**src/rtl/decode_issue_stage.sv**
```systemverilog
// -----------------------------------------------------------------------------
// decode_issue_stage
//   Decode/issue stage between the control decoder and the execute stage.
//   It reads the register file with a same-cycle writeback bypass. A register
//   scoreboard stalls instructions that have RAW or WAW hazards. The stage
//   sign-extends the immediate and forms the branch target. Results are held
//   in a valid/ready output register, so the stage has one cycle of latency.
//
// Ports
//   iClk, iRst_n               clock, synchronous active-low reset
//   iValid / oReady            upstream handshake (issue = iValid & oReady)
//   iSrc0Addr/En, iSrc1Addr/En source operand selects
//   iDstAddr/En                destination register
//   iCallCmd                   call: oMemData carries iNextPC instead of src1
//   iImm, iBrOff, iNextPC      raw immediate, branch offset, PC+1
//   iCtrl                      opaque control bundle, passed through
//   iWbEn/iWbAddr/iWbData      writeback port (RF write + scoreboard clear)
//   iFlush                     squash the instruction held in the output register
//   oValid / iReady            downstream handshake
//   oSrc0, oSrc1, oImm, oBranchAddr, oMemData,
//   oDstAddr, oDstEn, oCtrl, oNextPC  registered issue bundle
//   oBusy                      scoreboard vector (debug)
// -----------------------------------------------------------------------------
module decode_issue_stage #(
  parameter int DATA_W   = 32,
  parameter int NUM_REGS = 32,
  parameter int ADDR_W   = 5,
  parameter int IMM_W    = 16,
  parameter int BOFF_W   = 21,
  parameter int CTRL_W   = 32
) (
  input  logic                iClk,
  input  logic                iRst_n,
  input  logic                iValid,
  output logic                oReady,
  input  logic [ADDR_W-1:0]   iSrc0Addr,
  input  logic                iSrc0En,
  input  logic [ADDR_W-1:0]   iSrc1Addr,
  input  logic                iSrc1En,
  input  logic [ADDR_W-1:0]   iDstAddr,
  input  logic                iDstEn,
  input  logic                iCallCmd,
  input  logic [IMM_W-1:0]    iImm,
  input  logic [BOFF_W-1:0]   iBrOff,
  input  logic [DATA_W-1:0]   iNextPC,
  input  logic [CTRL_W-1:0]   iCtrl,
  input  logic                iWbEn,
  input  logic [ADDR_W-1:0]   iWbAddr,
  input  logic [DATA_W-1:0]   iWbData,
  input  logic                iFlush,
  output logic                oValid,
  input  logic                iReady,
  output logic [DATA_W-1:0]   oSrc0,
  output logic [DATA_W-1:0]   oSrc1,
  output logic [DATA_W-1:0]   oImm,
  output logic [DATA_W-1:0]   oBranchAddr,
  output logic [DATA_W-1:0]   oMemData,
  output logic [ADDR_W-1:0]   oDstAddr,
  output logic                oDstEn,
  output logic [CTRL_W-1:0]   oCtrl,
  output logic [DATA_W-1:0]   oNextPC,
  output logic [NUM_REGS-1:0] oBusy
);

  logic [DATA_W-1:0]   regFile [NUM_REGS];
  logic [NUM_REGS-1:0] sb;
  logic [NUM_REGS-1:0] sbNext;
  logic [NUM_REGS-1:0] wbMask;
  logic [NUM_REGS-1:0] busyVec;
  logic                hazard;
  logic                issue;
  logic [DATA_W-1:0]   src0Val;
  logic [DATA_W-1:0]   src1Val;
  logic [DATA_W-1:0]   immExt;
  logic [DATA_W-1:0]   brOffExt;

  // A writeback in flight this cycle releases its register immediately, so a
  // waiting consumer issues in the same cycle and picks up the bypassed data.
  // NOTE: every variable written in always_comb gets a default first; a path
  // that leaves one unassigned infers a latch.
  always_comb begin
    wbMask = '0;
    if (iWbEn) wbMask[iWbAddr] = 1'b1;
    busyVec = sb & ~wbMask;
    hazard  = (iSrc0En & busyVec[iSrc0Addr])
            | (iSrc1En & busyVec[iSrc1Addr])
            | (iDstEn  & busyVec[iDstAddr]);
  end

  assign oReady = !hazard && (!oValid || iReady) && !iFlush;
  assign issue  = iValid && oReady;

  // Operand read. Register 0 always reads zero, even when a writeback names it.
  always_comb begin
    src0Val = '0;
    if (iSrc0En && iSrc0Addr != '0)
      src0Val = (iWbEn && iWbAddr == iSrc0Addr) ? iWbData : regFile[iSrc0Addr];
    src1Val = '0;
    if (iSrc1En && iSrc1Addr != '0)
      src1Val = (iWbEn && iWbAddr == iSrc1Addr) ? iWbData : regFile[iSrc1Addr];
  end

  assign immExt   = {{(DATA_W-IMM_W){iImm[IMM_W-1]}}, iImm};
  assign brOffExt = {{(DATA_W-BOFF_W){iBrOff[BOFF_W-1]}}, iBrOff};

  // The clears are applied first and the issue set last, so a set and a clear
  // of the same register in one cycle leaves it busy.
  always_comb begin
    sbNext = sb;
    if (iWbEn) sbNext[iWbAddr] = 1'b0;
    if (iFlush && oValid && oDstEn) sbNext[oDstAddr] = 1'b0;
    if (issue && iDstEn && iDstAddr != '0) sbNext[iDstAddr] = 1'b1;
    sbNext[0] = 1'b0;
  end

  // NOTE: sequential state uses non-blocking assignments so every register
  // samples pre-edge values regardless of statement order.
  always_ff @(posedge iClk) begin
    if (!iRst_n) sb <= '0;
    else         sb <= sbNext;
  end

  assign oBusy = sb;

  // NOTE: the register file is cleared on reset because architectural
  // registers must read zero after reset; that costs a reset on every word.
  always_ff @(posedge iClk) begin
    if (!iRst_n) begin
      for (int i = 0; i < NUM_REGS; i++) regFile[i] <= '0;
    end else if (iWbEn && iWbAddr != '0) begin
      regFile[iWbAddr] <= iWbData;
    end
  end

  always_ff @(posedge iClk) begin
    if (!iRst_n) begin
      oValid      <= 1'b0;
      oSrc0       <= '0;
      oSrc1       <= '0;
      oImm        <= '0;
      oBranchAddr <= '0;
      oMemData    <= '0;
      oDstAddr    <= '0;
      oDstEn      <= 1'b0;
      oCtrl       <= '0;
      oNextPC     <= '0;
    end else if (issue) begin
      oValid      <= 1'b1;
      oSrc0       <= src0Val;
      oSrc1       <= src1Val;
      oImm        <= immExt;
      oBranchAddr <= iNextPC + brOffExt;
      oMemData    <= iCallCmd ? iNextPC : src1Val;
      oDstAddr    <= iDstAddr;
      oDstEn      <= iDstEn;
      oCtrl       <= iCtrl;
      oNextPC     <= iNextPC;
    end else if (iFlush || iReady) begin
      // Consumed downstream or squashed; the data fields may keep stale values.
      oValid <= 1'b0;
    end
  end

endmodule
```
**config.mk**
```make
export PLATFORM = sky130hd
export DESIGN_NAME = decode_issue_stage
export DESIGN_NICKNAME = d
export VERILOG_FILES = /design/src/rtl/decode_issue_stage.sv
export SDC_FILE = /design/constraint.sdc
export NUM_CORES = 2
export LEC_CHECK = 0
export ABC_AREA = 1
export CAP_MARGIN = 30
export CORE_ASPECT_RATIO = 0.5
export CORE_MARGIN = 8
export CORE_UTILIZATION = 38
export CTS_CLUSTER_SIZE = 10
export DETAILED_ROUTE_END_ITERATION = 10
export DONT_BUFFER_PORTS = 1
export HOLD_SLACK_MARGIN = 0.03
export SETUP_SLACK_MARGIN = 0.3
export SKIP_CTS_REPAIR_TIMING = 1
export SYNTH_ARGS = -nofsm -noshare
export SYNTH_HDL_FRONTEND = slang
export SYNTH_SLANG_ARGS = --single-unit
```
**constraint.sdc**
```tcl
create_clock -name iClk -period 6 [get_ports iClk]
set_input_delay 0.9 -clock iClk [delete_from_list [all_inputs] [get_ports iClk]]
set_output_delay 0.9 -clock iClk [all_outputs]
set_load 0.02 [all_outputs]
```
======== Yosys cells after proc, flatten, opt, wreduce, memory -nomap -nowiden ========
Memories as Yosys holds them, arrays and structs flattened.
Index checks and enable logic that the tools add are counted.
W data, S select, Z words.
operators by class
  add/subtract/negate cells ............... 1
  magnitude comparators ................... 8
  equality and inequality tests ........... 2
  muxes and demuxes ....................... 30
  bitwise operators ....................... 12
  reduce and logical (&&, ||, !) cells .... 26
operators with widths
  kind                  number
  $mux W32              10
  $and A32 B32 Y32      3
  $not A32 Y32          3
  $add A32 B32 Y32      1
  $or A32 B32 Y32       1
  $reduce_or A32 Y1     1
  $lt A5 B6 Y1 const B  5
  $reduce_bool A5 Y1    4
  $bmux W1 S5           3
  $demux W1 S5          3
  $ge A5 B1 Y1 const B  3
  $logic_and A1 B1 Y1   15
  $mux W1               13
  $eq A5 B5 Y1          2
  $mux W5               1
  $and A1 B1 Y1         3
  $logic_not A1 Y1      3
  $logic_or A1 B1 Y1    2
  $or A1 B1 Y1          2
  $reduce_bool A2 Y1    1
storage, ports and cells
  register bits after elaboration ......... 247
  RAM bits ................................ 1024
  input port bits ......................... 163
  logic and storage cells ................. 92
  memories kept ........................... 1
memories
  name     words  bits a word  read ports  clocked after Yosys merged registers in  wr ports  line  text
  regFile  32     32           2           0                                        32        65    logic [DATA_W-1:0] regFile [NUM_REGS];

======== Logic depth before layout (Yosys ltp) ========
  depth in word-level cells ............... 19
  mapped depth ............................ 23
  gate-level depth less buffers ........... 20

======== Worst setup path before layout ========
No wires, ideal clock.
  path kind ............................... in2reg
  from .................................... input iWbAddr[3]
  to ...................................... memory regFile[16][0] (enable)
  library setup time ...................... 478 ps
  arrival time ............................ 2976 ps
  required time ........................... 5522 ps
  path slack .............................. 2546 ps
  stages on the path ...................... 9
  path buffers ............................ 3
  cells stage by stage .................... buf_2 -> nor2_4 -> nand2_1 -> o21ai_0 -> clkinv_1 -> clkbuf_1 -> nand3_1 -> clkbuf_1 -> nand2_1
RTL lines
  item                line  text
  start: declaration  48    input logic [ADDR_W-1:0] iWbAddr,
  end: declaration    65

======== Worst setup path after layout ========
  from .................................... input iSrc0Addr[0]
  to ...................................... output oReady
between the ends
  word-level cells in the longest chain between the ends .. 8
RTL lines
  item                               line  text
  start: declaration                 36    input logic [ADDR_W-1:0] iSrc0Addr,
  $bmux W1 S5                        85    hazard = (iSrc0En & busyVec[iSrc0Addr])
  $mux W1 (implied by the code)      85
  $and A1 B1 Y1                      85
  $or A1 B1 Y1                       86    | (iSrc1En & busyVec[iSrc1Addr])
  $or A1 B1 Y1                       87    | (iDstEn & busyVec[iDstAddr]);
  $logic_not A1 Y1                   90    assign oReady = !hazard && (!oValid || iReady) && !iFlush;
  $logic_and A1 B1 Y1 (2 in series)  90
  end: declaration                   35    output logic oReady,
Every way passes these cells. The select of a mux whose other input is x is not followed.

==> flow_metrics.py <==
metrics = {
    "status": {
        "status": "finished clean",
    },
    "timing": {
        "period_needed_ns": 4.74,
        "setup_viol": 0,
        "finalSetupTns_ns": 0,
        "fmax_mhz": 211,
        "grt_setup_unrepaired": "false",
        "slew_headroom_pct": 27.3,
        "slew_viol_final": 0,
        "finalCritPeriodShare_pct": 79.0,
        "tightestPinTransition_ns": 1.09,
        "hold_viol": 0,
        "finClkSkew_ns": 0.0273,
    },
    "drt": {
        "drc": 0,
        "drt_iter0_drc": 10523,
        "wl_per_cell_microns": 30.1,
        "first_pass_iters": 7,
        "drt.antenna.violating_nets": 0,
        "vias": 61669,
        "routed_wl_microns": 292000,
        "via_per_inst": 6.35,
    },
    "cells_and_area": {
        "mostFrequentLayoutCells": "1,902 x nor2_1, 1,024 x edfxtp_1, 1,018 x o21ai_0",
        "layout-drive-gt1-share_pct": 5.50,
        "nNetsFinal": 7518,
        "instances_no_fill": 9716,
        "syn2layout_area_growth_pct": 9.09,
        "layout_commonest_cell": "nor2_1",
        "n_fill_cell": 16982,
    },
    "logic_synthesis": {
        "syn-cell-area_sq_mm": 0.0660,
        "synthArstFlopShare_pct": 0,
        "synth_area_per_cell_sq_um": 8.54,
        "synthCells": 7724,
        "ys_seq_area_share_pct": 54.1,
        "synth_flop_cell": "edfxtp_1",
        "netlist-cell-type-count": 42,
        "ys_ff_latch": 1270,
        "yosys_warnings": 0,
        "synth-edff-count": 1024,
    },
    "clock_network": {
        "clockBufferDepth": 3,
        "clock-sinks": 1270,
        "cts_htree_levels": 4,
        "insertion_delay_ns": 0.79,
        "cts_tree": "built",
        "cts_root_buffer": "clkbuf_16",
        "clkSlewWorstSetupHoldPaths_ns": 0.06,
        "cts_buffers": 146,
    },
    "placed_design": {
        "post-dp-hpwl_microns": 165000,
        "io_buffer_count": 0,
        "gp_congestion": 0.932,
        "dp_cells": 9482,
    },
    "global_routing": {
        "grt_max_degree": 636,
        "grt_usage_pct": 29.5,
        "gr-total-overflow": 0,
        "antenna_found_initial": 9,
        "grt_pass1_wl_microns": 409000,
        "grt_pass1_vias": 56632,
    },
    "setup_path": {
        "cp.required_ns": 5.10,
        "end_kind": "primary output",
        "cp.arrival_ns": 3.84,
        "critPathKind": "in2out",
        "start_kind": "input pin",
        "cp_max_fo": 396,
    },
    "floorplanning": {
        "dieArea_sq_mm": 0.188,
        "io_pins": 427,
        "die_w_microns": 605,
        "coreArea_sq_mm": 0.173,
        "fp.dieH_microns": 311,
        "start_util_pct": 38.2,
        "row_count": 108,
    },
    "job": {
        "cap_violations": 0,
    },
    "pwr": {
        "leakagePower_nw": 26.5,
        "powerDensity_mw_per_mm2": 295,
        "irDropWorstVdd_v": 0.000274,
        "p_total_mw": 21.2,
    },
    "min_path": {
        "worstHoldPathType": "in2reg",
    },
}
## path summary, 6_finish.rpt
| path | startpoint | to | slack [ns] | depth (start not counted) |
|---|---|---|---|---|
| max | iSrc0Addr[0] | oReady | 1.26 | 13 |
| min | iImm[14] | oImm[14] | 0.25 | 2 |
| max reg2reg | oBusy[2] | oDstAddr[4] | 2.51 | 17 |
| min reg2reg | oBranchAddr[2] | oBranchAddr[2] | 0.59 | 2 |
## final cells by class
type                            count  area (sq um)  area share [%]
Clock buffer                      218          4060            5.64
Antenna cell                        3          7.51          0.0104
Clock inverter                     10           134           0.186
Multi-Input combinational cell   5388         26400            36.6
Sequential cell                  1270         35700            49.6
Inverter                          359          1390            1.93
Timing Repair Buffer              158          1470            2.04
Tap cell                         2310          2890            4.01
## synthesized netlist by cell type, types with 2 or more instances
cell type     n  area share, %
xor2_1       15           0.20
o21ai_0    1018            7.7
clkinv_1      3          0.017
a22oi_1     128            1.5
xnor2_1      17           0.23
buf_1        57           0.32
a21oi_1     552            4.2
dfxtp_1     246            7.5
nand2_1     688            3.9
o31ai_1       8          0.091
inv_1       349            2.0
o21ai_1      29           0.22
buf_2        57           0.43
nor2_1     1904             11
o21a_1       11           0.13
o21bai_1      9           0.10
nor2_4        5          0.085
clkbuf_1    593            3.4
nor2_2        2          0.019
buf_4        32           0.36
nor3_1        4          0.030
nand3_1     384            2.9
a31oi_1      14           0.13
a21boi_0      4          0.046
inv_2         7          0.040
o221ai_1    257            3.4
o211ai_1    182            2.1
edfxtp_1   1024             47
nand4_1      47           0.45
a221oi_1     27           0.36
o221a_2       2          0.034
nor4_1        2          0.019
ha_1         31           0.59
o22ai_1       8          0.076
## critical path: stages
cell and delay, ns:
inv_4 0.74, nand2_1 0.50, inv_8 0.32, nand2_1 0.08, nand2_1 0.06, nor2_1 0.04
nand2_1 0.06, nand3_1 0.08, nand3_1 0.07, nand2_1 0.06, nand2_1 0.07, nand3_2 0.23
inv_1 0.40
## where the power goes
part / internal [mW] / total, mW / switching [mW]
logic: 0.669 / 2.46 / 1.79
registers: 10.0 / 10.4 / 0.439
clock network: 4.64 / 8.32 / 3.68
total: 15.3 / 21.2 / 5.91
## layer usage
layer  global-route usage (%)  routed length (microns)  vias to the layer above
met5                        0                       14                        -
met4                     16.6                    19000                        2
met3                     10.5                    45500                      947
met2                     41.9                   120000                     5060
met1                     38.7                   107000                    29477
li1                         -                        -                    26183
## registers in the layout, summed over array words and instances (netlist names)
signal       flops
oBranchAddr     32
oBusy           31
oCtrl           32
oDstAddr         5
oDstEn           1
oImm            16
oMemData        32
oNextPC         32
oSrc0           32
oSrc1           32
oValid           1
regFile       1024
## metrics by stage
stage                     instance area, sq um  setup WS [ns]  hold WS [ns]  util (%)
final                                    72000           1.26         0.252      41.6
after global routing                     72000           1.26         0.241      41.6
after CTS                                71900           1.56         0.217      41.6
after detailed placement                 67700           1.24         0.576      39.2
after global placement                   67600           1.21         0.573      39.1
after floorplan                          66100           2.55         0.541         -
## logic make-up (layout without fill, tap and decap cells)
logic type	after synthesis	count (layout)	synth area share, %
compound gates	2252	2252	20.1
xor+xnor	32	32	0.425
flops	1270	1270	54.1
fa+ha+maj	32	32	0.618
other cells	1	36	0.00568
simple gates	3039	3039	18.3
buf+inv	1098	745	6.54
Power figures use the tool's default switching activity.
